--- src/rtl/pts_tx_pkg.sv ---
// Shared types and constants for the TX serializer controller.
// STUFF stays in the state enum in every build so encodings never shift.
package pts_tx_pkg;

  typedef enum logic [1:0] {
    IDLE  = 2'd0,
    SEND  = 2'd1,
    STUFF = 2'd2,
    DONE  = 2'd3
  } tx_state_t;

  // Length of the run of 1s on the line that forces a stuffed 0.
  localparam int STUFF_RUN = 6;

endpackage

--- src/rtl/pts_tx_controller_bit_timer.sv ---
// Bit-period divider: counts clocks within one serial bit and strobes bit_end_o
// on the last clock of each period. It wraps by itself across bit and word boundaries.
module tx_bit_timer #(
  parameter int CLKS_PER_BIT = 8
) (
  input  logic clk,
  input  logic n_rst,
  input  logic clear_i,
  output logic bit_end_o
);

  localparam int DW = (CLKS_PER_BIT > 1) ? $clog2(CLKS_PER_BIT) : 1;
  localparam logic [DW-1:0] DIV_MAX = DW'(CLKS_PER_BIT - 1);

  logic [DW-1:0] div_cnt_q, div_cnt_d;

  always_comb begin
    if (clear_i)                   div_cnt_d = '0;
    else if (div_cnt_q == DIV_MAX) div_cnt_d = '0;
    else                           div_cnt_d = div_cnt_q + 1'b1;
  end

  always_ff @(posedge clk or negedge n_rst) begin
    if (!n_rst) div_cnt_q <= '0;
    else        div_cnt_q <= div_cnt_d;
  end

  assign bit_end_o = !clear_i && (div_cnt_q == DIV_MAX);

endmodule

--- src/rtl/pts_tx_controller.sv ---
// TX path sequencer for an LSB-first, idle-high parallel-to-serial shift register.
// Define TX_BIT_STUFF_EN to insert a 0 bit after every run of STUFF_RUN 1s on the line.
module pts_tx_controller
  import pts_tx_pkg::*;
#(
  parameter int NUM_BITS     = 8,
  parameter int CLKS_PER_BIT = 8
) (
  input  logic                clk,
  input  logic                n_rst,
  input  logic                byte_valid_i,
  input  logic [NUM_BITS-1:0] byte_data_i,
  input  logic                byte_last_i,
  output logic                byte_ready_o,
  output logic                sr_load_o,
  output logic                sr_shift_o,
  output logic [NUM_BITS-1:0] sr_data_o,
  input  logic                sr_serial_i,
  output logic                tx_bit_o,
  output logic                busy_o,
  output logic                done_o,
  output logic                underrun_o
);

  localparam int CW = (NUM_BITS > 1) ? $clog2(NUM_BITS) : 1;
  localparam logic [CW-1:0] BIT_MAX = CW'(NUM_BITS - 1);

  tx_state_t     state_q, state_d;
  logic [CW-1:0] bit_cnt_q, bit_cnt_d;
  logic          last_q, last_d;
  logic          bit_end;
  logic          do_action;
`ifdef TX_BIT_STUFF_EN
  logic [2:0]    ones_cnt_q, ones_cnt_d;
`endif

  tx_bit_timer #(.CLKS_PER_BIT(CLKS_PER_BIT)) u_timer (
    .clk      (clk),
    .n_rst    (n_rst),
    .clear_i  ((state_q == IDLE) || (state_q == DONE)),
    .bit_end_o(bit_end)
  );

  assign sr_data_o = byte_data_i;
  assign busy_o    = (state_q != IDLE);
  assign done_o    = (state_q == DONE);

`ifdef TX_BIT_STUFF_EN
  assign tx_bit_o = (state_q == STUFF) ? 1'b0 : sr_serial_i;
`else
  assign tx_bit_o = sr_serial_i;
`endif

  // do_action marks the bit-end action, which stuffing may postpone by one bit period.
  always_comb begin
    state_d      = state_q;
    bit_cnt_d    = bit_cnt_q;
    last_d       = last_q;
    byte_ready_o = 1'b0;
    sr_load_o    = 1'b0;
    sr_shift_o   = 1'b0;
    underrun_o   = 1'b0;
    do_action    = 1'b0;
`ifdef TX_BIT_STUFF_EN
    ones_cnt_d   = ones_cnt_q;
`endif
    case (state_q)
      IDLE: begin
        byte_ready_o = byte_valid_i;
        if (byte_valid_i) begin
          sr_load_o = 1'b1;
          last_d    = byte_last_i;
          bit_cnt_d = '0;
          state_d   = SEND;
`ifdef TX_BIT_STUFF_EN
          ones_cnt_d = '0;
`endif
        end
      end
      SEND: begin
        if (bit_end) begin
`ifdef TX_BIT_STUFF_EN
          if (sr_serial_i && (ones_cnt_q == 3'(STUFF_RUN - 1))) begin
            state_d = STUFF;
          end else begin
            ones_cnt_d = sr_serial_i ? ones_cnt_q + 3'd1 : 3'd0;
            do_action  = 1'b1;
          end
`else
          do_action = 1'b1;
`endif
        end
      end
      STUFF: begin
`ifdef TX_BIT_STUFF_EN
        if (bit_end) begin
          ones_cnt_d = '0;
          do_action  = 1'b1;
        end
`else
        state_d = IDLE;
`endif
      end
      DONE:    state_d = IDLE;
      default: state_d = IDLE;
    endcase

    // A load at word end takes priority over the shift, giving zero-gap words.
    if (do_action) begin
      if (bit_cnt_q != BIT_MAX) begin
        sr_shift_o = 1'b1;
        bit_cnt_d  = bit_cnt_q + 1'b1;
        state_d    = SEND;
      end else if (last_q) begin
        sr_shift_o = 1'b1;
        state_d    = DONE;
      end else if (byte_valid_i) begin
        byte_ready_o = 1'b1;
        sr_load_o    = 1'b1;
        last_d       = byte_last_i;
        bit_cnt_d    = '0;
        state_d      = SEND;
      end else begin
        sr_shift_o = 1'b1;
        underrun_o = 1'b1;
        state_d    = IDLE;
      end
    end
  end

  always_ff @(posedge clk or negedge n_rst) begin
    if (!n_rst) begin
      state_q    <= IDLE;
      bit_cnt_q  <= '0;
      last_q     <= 1'b0;
`ifdef TX_BIT_STUFF_EN
      ones_cnt_q <= '0;
`endif
    end else begin
      state_q    <= state_d;
      bit_cnt_q  <= bit_cnt_d;
      last_q     <= last_d;
`ifdef TX_BIT_STUFF_EN
      ones_cnt_q <= ones_cnt_d;
`endif
    end
  end

endmodule

--- config.mk ---
export PLATFORM = sky130hd
export DESIGN_NAME = pts_tx_controller
export DESIGN_NICKNAME = d
export VERILOG_FILES = /design/src/rtl/pts_tx_pkg.sv /design/src/rtl/pts_tx_controller_bit_timer.sv /design/src/rtl/pts_tx_controller.sv
export SDC_FILE = /design/constraint.sdc
export NUM_CORES = 1
export LEC_CHECK = 0
export ABC_CLOCK_PERIOD_IN_PS = 3840
export CAP_MARGIN = 10
export CORE_MARGIN = 3
export CORE_UTILIZATION = 43
export DETAILED_ROUTE_END_ITERATION = 10
export GPL_TIMING_DRIVEN = 1
export PLACE_DENSITY = 0.82
export SYNTH_ARGS = -nofsm -noshare
export SYNTH_HDL_FRONTEND = slang
export SYNTH_HIERARCHICAL = 1
export SYNTH_SLANG_ARGS = --single-unit
--- constraint.sdc ---
create_clock -name clk -period 3.84 [get_ports clk]
set_input_delay 0.384 -clock clk [delete_from_list [all_inputs] [get_ports clk]]
set_output_delay 0.384 -clock clk [all_outputs]
set_load 0.02 [all_outputs]
==> flow_metrics.py <==
metrics = {
    "run_status": {
        "status": "complete, no violations",
    },
    "drt": {
        "drt-total-wl_um": 943,
        "vias": 416,
        "drtAntennaViolNets": 0,
        "vias_per_cell": 5.266,
        "firstDrtPassIters": 2,
        "drc": 0,
        "avgRoutedWirePerCell_um": 11.94,
        "drt_iter0_drc": 6,
    },
    "synthesis": {
        "syn_area_um2": 621.8,
        "yosys.area_share.adder_pct": 16.10,
        "synth_compound_area_share_pct": 15.09,
        "ys_ff_latch": 9,
        "synth_cells": 61,
        "synth-seq-area-share_pct": 36.22,
        "synth.area.mux_share_pct": 2.414,
        "synth.net_count": 82,
        "synth_cell_types": 22,
        "synthSimpleGateAreaFrac_pct": 15.09,
        "synth.top_cell.area_share_pct": 36.22,
        "ys_warn_count": 6,
        "synth_area_leaders": "dfrtp_1 (36%), ha_1 (16%), buf_4 (12%)",
        "synth.largest_area_cell": "dfrtp_1",
        "avgSynthCellArea_um2": 10.19,
        "synth_top_family_by_area": "adder cells",
        "synth-xor-area-share_pct": 0,
    },
    "clocking": {
        "cts_tree": "yes",
        "post-cts-setup-buffer-count": 0,
        "ctsResizeCount": 0,
        "hold_buffers": 0,
        "worst_skew_pair.late_latency_ns": 0.26,
        "path_clk_slew_ns": 0.06,
        "cts_buffers": 3,
        "clkSinkCount": 9,
        "clockBufferDepth": 2,
        "root_buffer": "clkbuf_4",
        "htree_levels": 1,
    },
    "sta": {
        "hold_viol": 0,
        "rsz0062_at_grt": "false",
        "fmax_mhz": 357.1,
        "fin_skew_ns": 0.005663,
        "setup_tns_ns": 0,
        "finalSetupViolations": 0,
        "maxSlewHeadroom_pct": 73.41,
        "tightestPinTransition_ns": 0.3976,
        "slew_violations": 0,
        "min_period_ns": 2.801,
        "fin_crit_sh_pct": 72.93,
    },
    "pwr": {
        "p_leak_nw": 0.3294,
        "p_int_w": 0.0002655,
        "pwr-share-comb_pct": 45.2,
        "power_density_nw_per_um2": 608.4,
        "peakVddDrop_mv": 0.2944,
        "switchingPower_w": 0.0001494,
        "power_w": 0.0004148,
        "seqPwrFrac_pct": 37.8,
        "switching_share_pct": 36.01,
        "clkPwrFrac_pct": 17.0,
    },
    "layout": {
        "drive_gt1_share_pct": 10.94,
        "post-route-util_pct": 51.13,
        "diodes": 0,
        "final_nets": 86,
        "nFillCells": 131,
        "fin_area_um2": 681.9,
        "mostFrequentLayoutCells": "dfrtp_1 (9), clkdlybuf4s50_1 (9), ha_1 (8)",
        "syn2layout_area_growth_pct": 9.658,
        "instances_no_fill": 79,
    },
    "critical_path": {
        "cp_max_fo": 7,
        "critPathSlowestCell": "clkdlybuf4s50_1",
        "end_kind": "output pin",
        "crit_arrival_ns": 2.42,
        "cp-start-kind": "flop",
        "slowest_delay_ns": 0.63,
        "required_ns": 3.46,
        "path_class": "reg2out",
        "worst_path_most_repeated_cell": "inv_1",
        "crit_chain": "inv_1 -> ha_1 -> inv_1 -> nor2b_1 -> nand2_1 -> nor3b_1 -> clkdlybuf4s50_1",
    },
    "global_route": {
        "grtUsageMet1_pct": 16.37,
        "grt_pass1_vias": 352,
        "antenna_found_initial": 0,
        "grt-ovfl-total": 0,
        "top_usage_layer": "met1",
        "grtUsageTotal_pct": 10.74,
        "grt_max_degree": 10,
        "grt_pass1_wl_mm": 1.524,
        "grtUsageMet2_pct": 13.08,
        "met3_usage_pct": 1.220,
    },
    "place": {
        "hpwlAfterDp_um": 731.4,
        "placed_area_um2": 655.6,
        "routabilityCongestion": 0.7472,
        "dpl.cell_count": 75,
        "port-buffer-count": 9,
    },
    "floorplan": {
        "coreArea_um2": 1334,
        "rows": 13,
        "initial_core_util_pct": 46.62,
        "dieArea_um2": 1939,
        "dieWidth_um": 44.03,
        "fp.dieH_um": 44.03,
        "io_pins": 28,
    },
    "job": {
        "drv_cap": 0,
    },
    "min_path": {
        "hp-class": "in2async",
    },
}
[power groups by stage]
stage | logic, W | clock network (W) | registers (W)
5_1_grt | 0.000217 | 0.0000797 | 0.000161
2_1_floorplan | 0.000152 | 0 | 0.000153
4_1_cts | 0.000189 | 0.0000741 | 0.000157
6_report | 0.000187 | 0.0000707 | 0.000157
3_3_place_gp | 0.000183 | 0 | 0.000156
3_5_place_dp | 0.000187 | 0 | 0.000158
[per-stage QoR]
step / setup slack, ns / hold slack [ns]
6_report: 1.039 / 0.4149
3_3_place_gp: 1.373 / 0.4354
3_5_place_dp: 1.321 / 0.4479
2_1_floorplan: 1.778 / 0.08841
4_1_cts: 1.030 / 0.4196
5_1_grt: 0.8134 / 0.4271
[routing by layer]
metal | wire [um] | part of all wire, % | up-vias
met5 | 0 | 0 | -
met4 | 28 | 3.0 | 0
met3 | 58 | 6.2 | 3
met2 | 389 | 41 | 15
met1 | 466 | 49 | 191
li1 | - | - | 207
[area by class of cell]
cell class                 count  area, um2  share of cell area [%]
multi-input combinational     37      302.8                   44.40
clock buffer                   4      26.28                   3.853
inverter                       5      18.77                   2.752
timing repair buffer           9      90.09                   13.21
tap                           15      18.77                   2.752
sequential                     9      225.2                   33.03
[state kept, by name, summed over array words and instances, names as in the netlist]
signal / flops
bit_cnt_q: 3
u_timer/div_cnt_q: 3
last_q: 1
state_q: 2
[final timing paths]
check	startpoint	endpoint	slack (ns)	cells past startpoint
hold reg to reg	u_timer/div_cnt_q[0]	u_timer/div_cnt_q[0]	0.46	1
max in group asynchronous	n_rst	u_timer/div_cnt_q[0]	3.14	1
hold / removal	n_rst	bit_cnt_q[1]	0.41	1
min in group clk	u_timer/div_cnt_q[0]	u_timer/div_cnt_q[0]	0.46	1
setup reg to reg	state_q[0]	bit_cnt_q[0]	1.97	7
setup / recovery	state_q[0]	underrun_o	1.04	7
[critical path: cells and delay by family, from the launching register on]
kind / cells / cell delay, ns
buffers and inverters: 3 / 0.79
AND/OR/NAND/NOR: 3 / 0.71
flip-flops: 1 / 0.39
adder cells (fa/ha/maj): 1 / 0.28
[cell usage after synthesis]
cell	n
buf_4	10
dfrtp_1	9
ha_1	8
inv_1	5
nor2b_1	4
nand2_1	3
o21ai_0	3
a22o_1	2
a31oi_1	2
nor2_1	2
o211ai_1	2
a211oi_2	1
a21boi_0	1
a21oi_1	1
and2b_2	1
and3b_1	1
and4b_1	1
mux2_4	1
nor3_1	1
nor3_2	1
nor3b_1	1
o221ai_1	1
[cells by family (layout without fill, tap and decap cells)]
family / after synthesis / after routing
AO/OA/AOI/OAI: 13 / 13
adder cells (fa/ha/maj): 8 / 8
buffers and inverters: 15 / 18
flip-flops: 9 / 9
multiplexers: 1 / 1
AND/OR/NAND/NOR: 15 / 15
No activity file was read; power rests on OpenSTA's default activity.
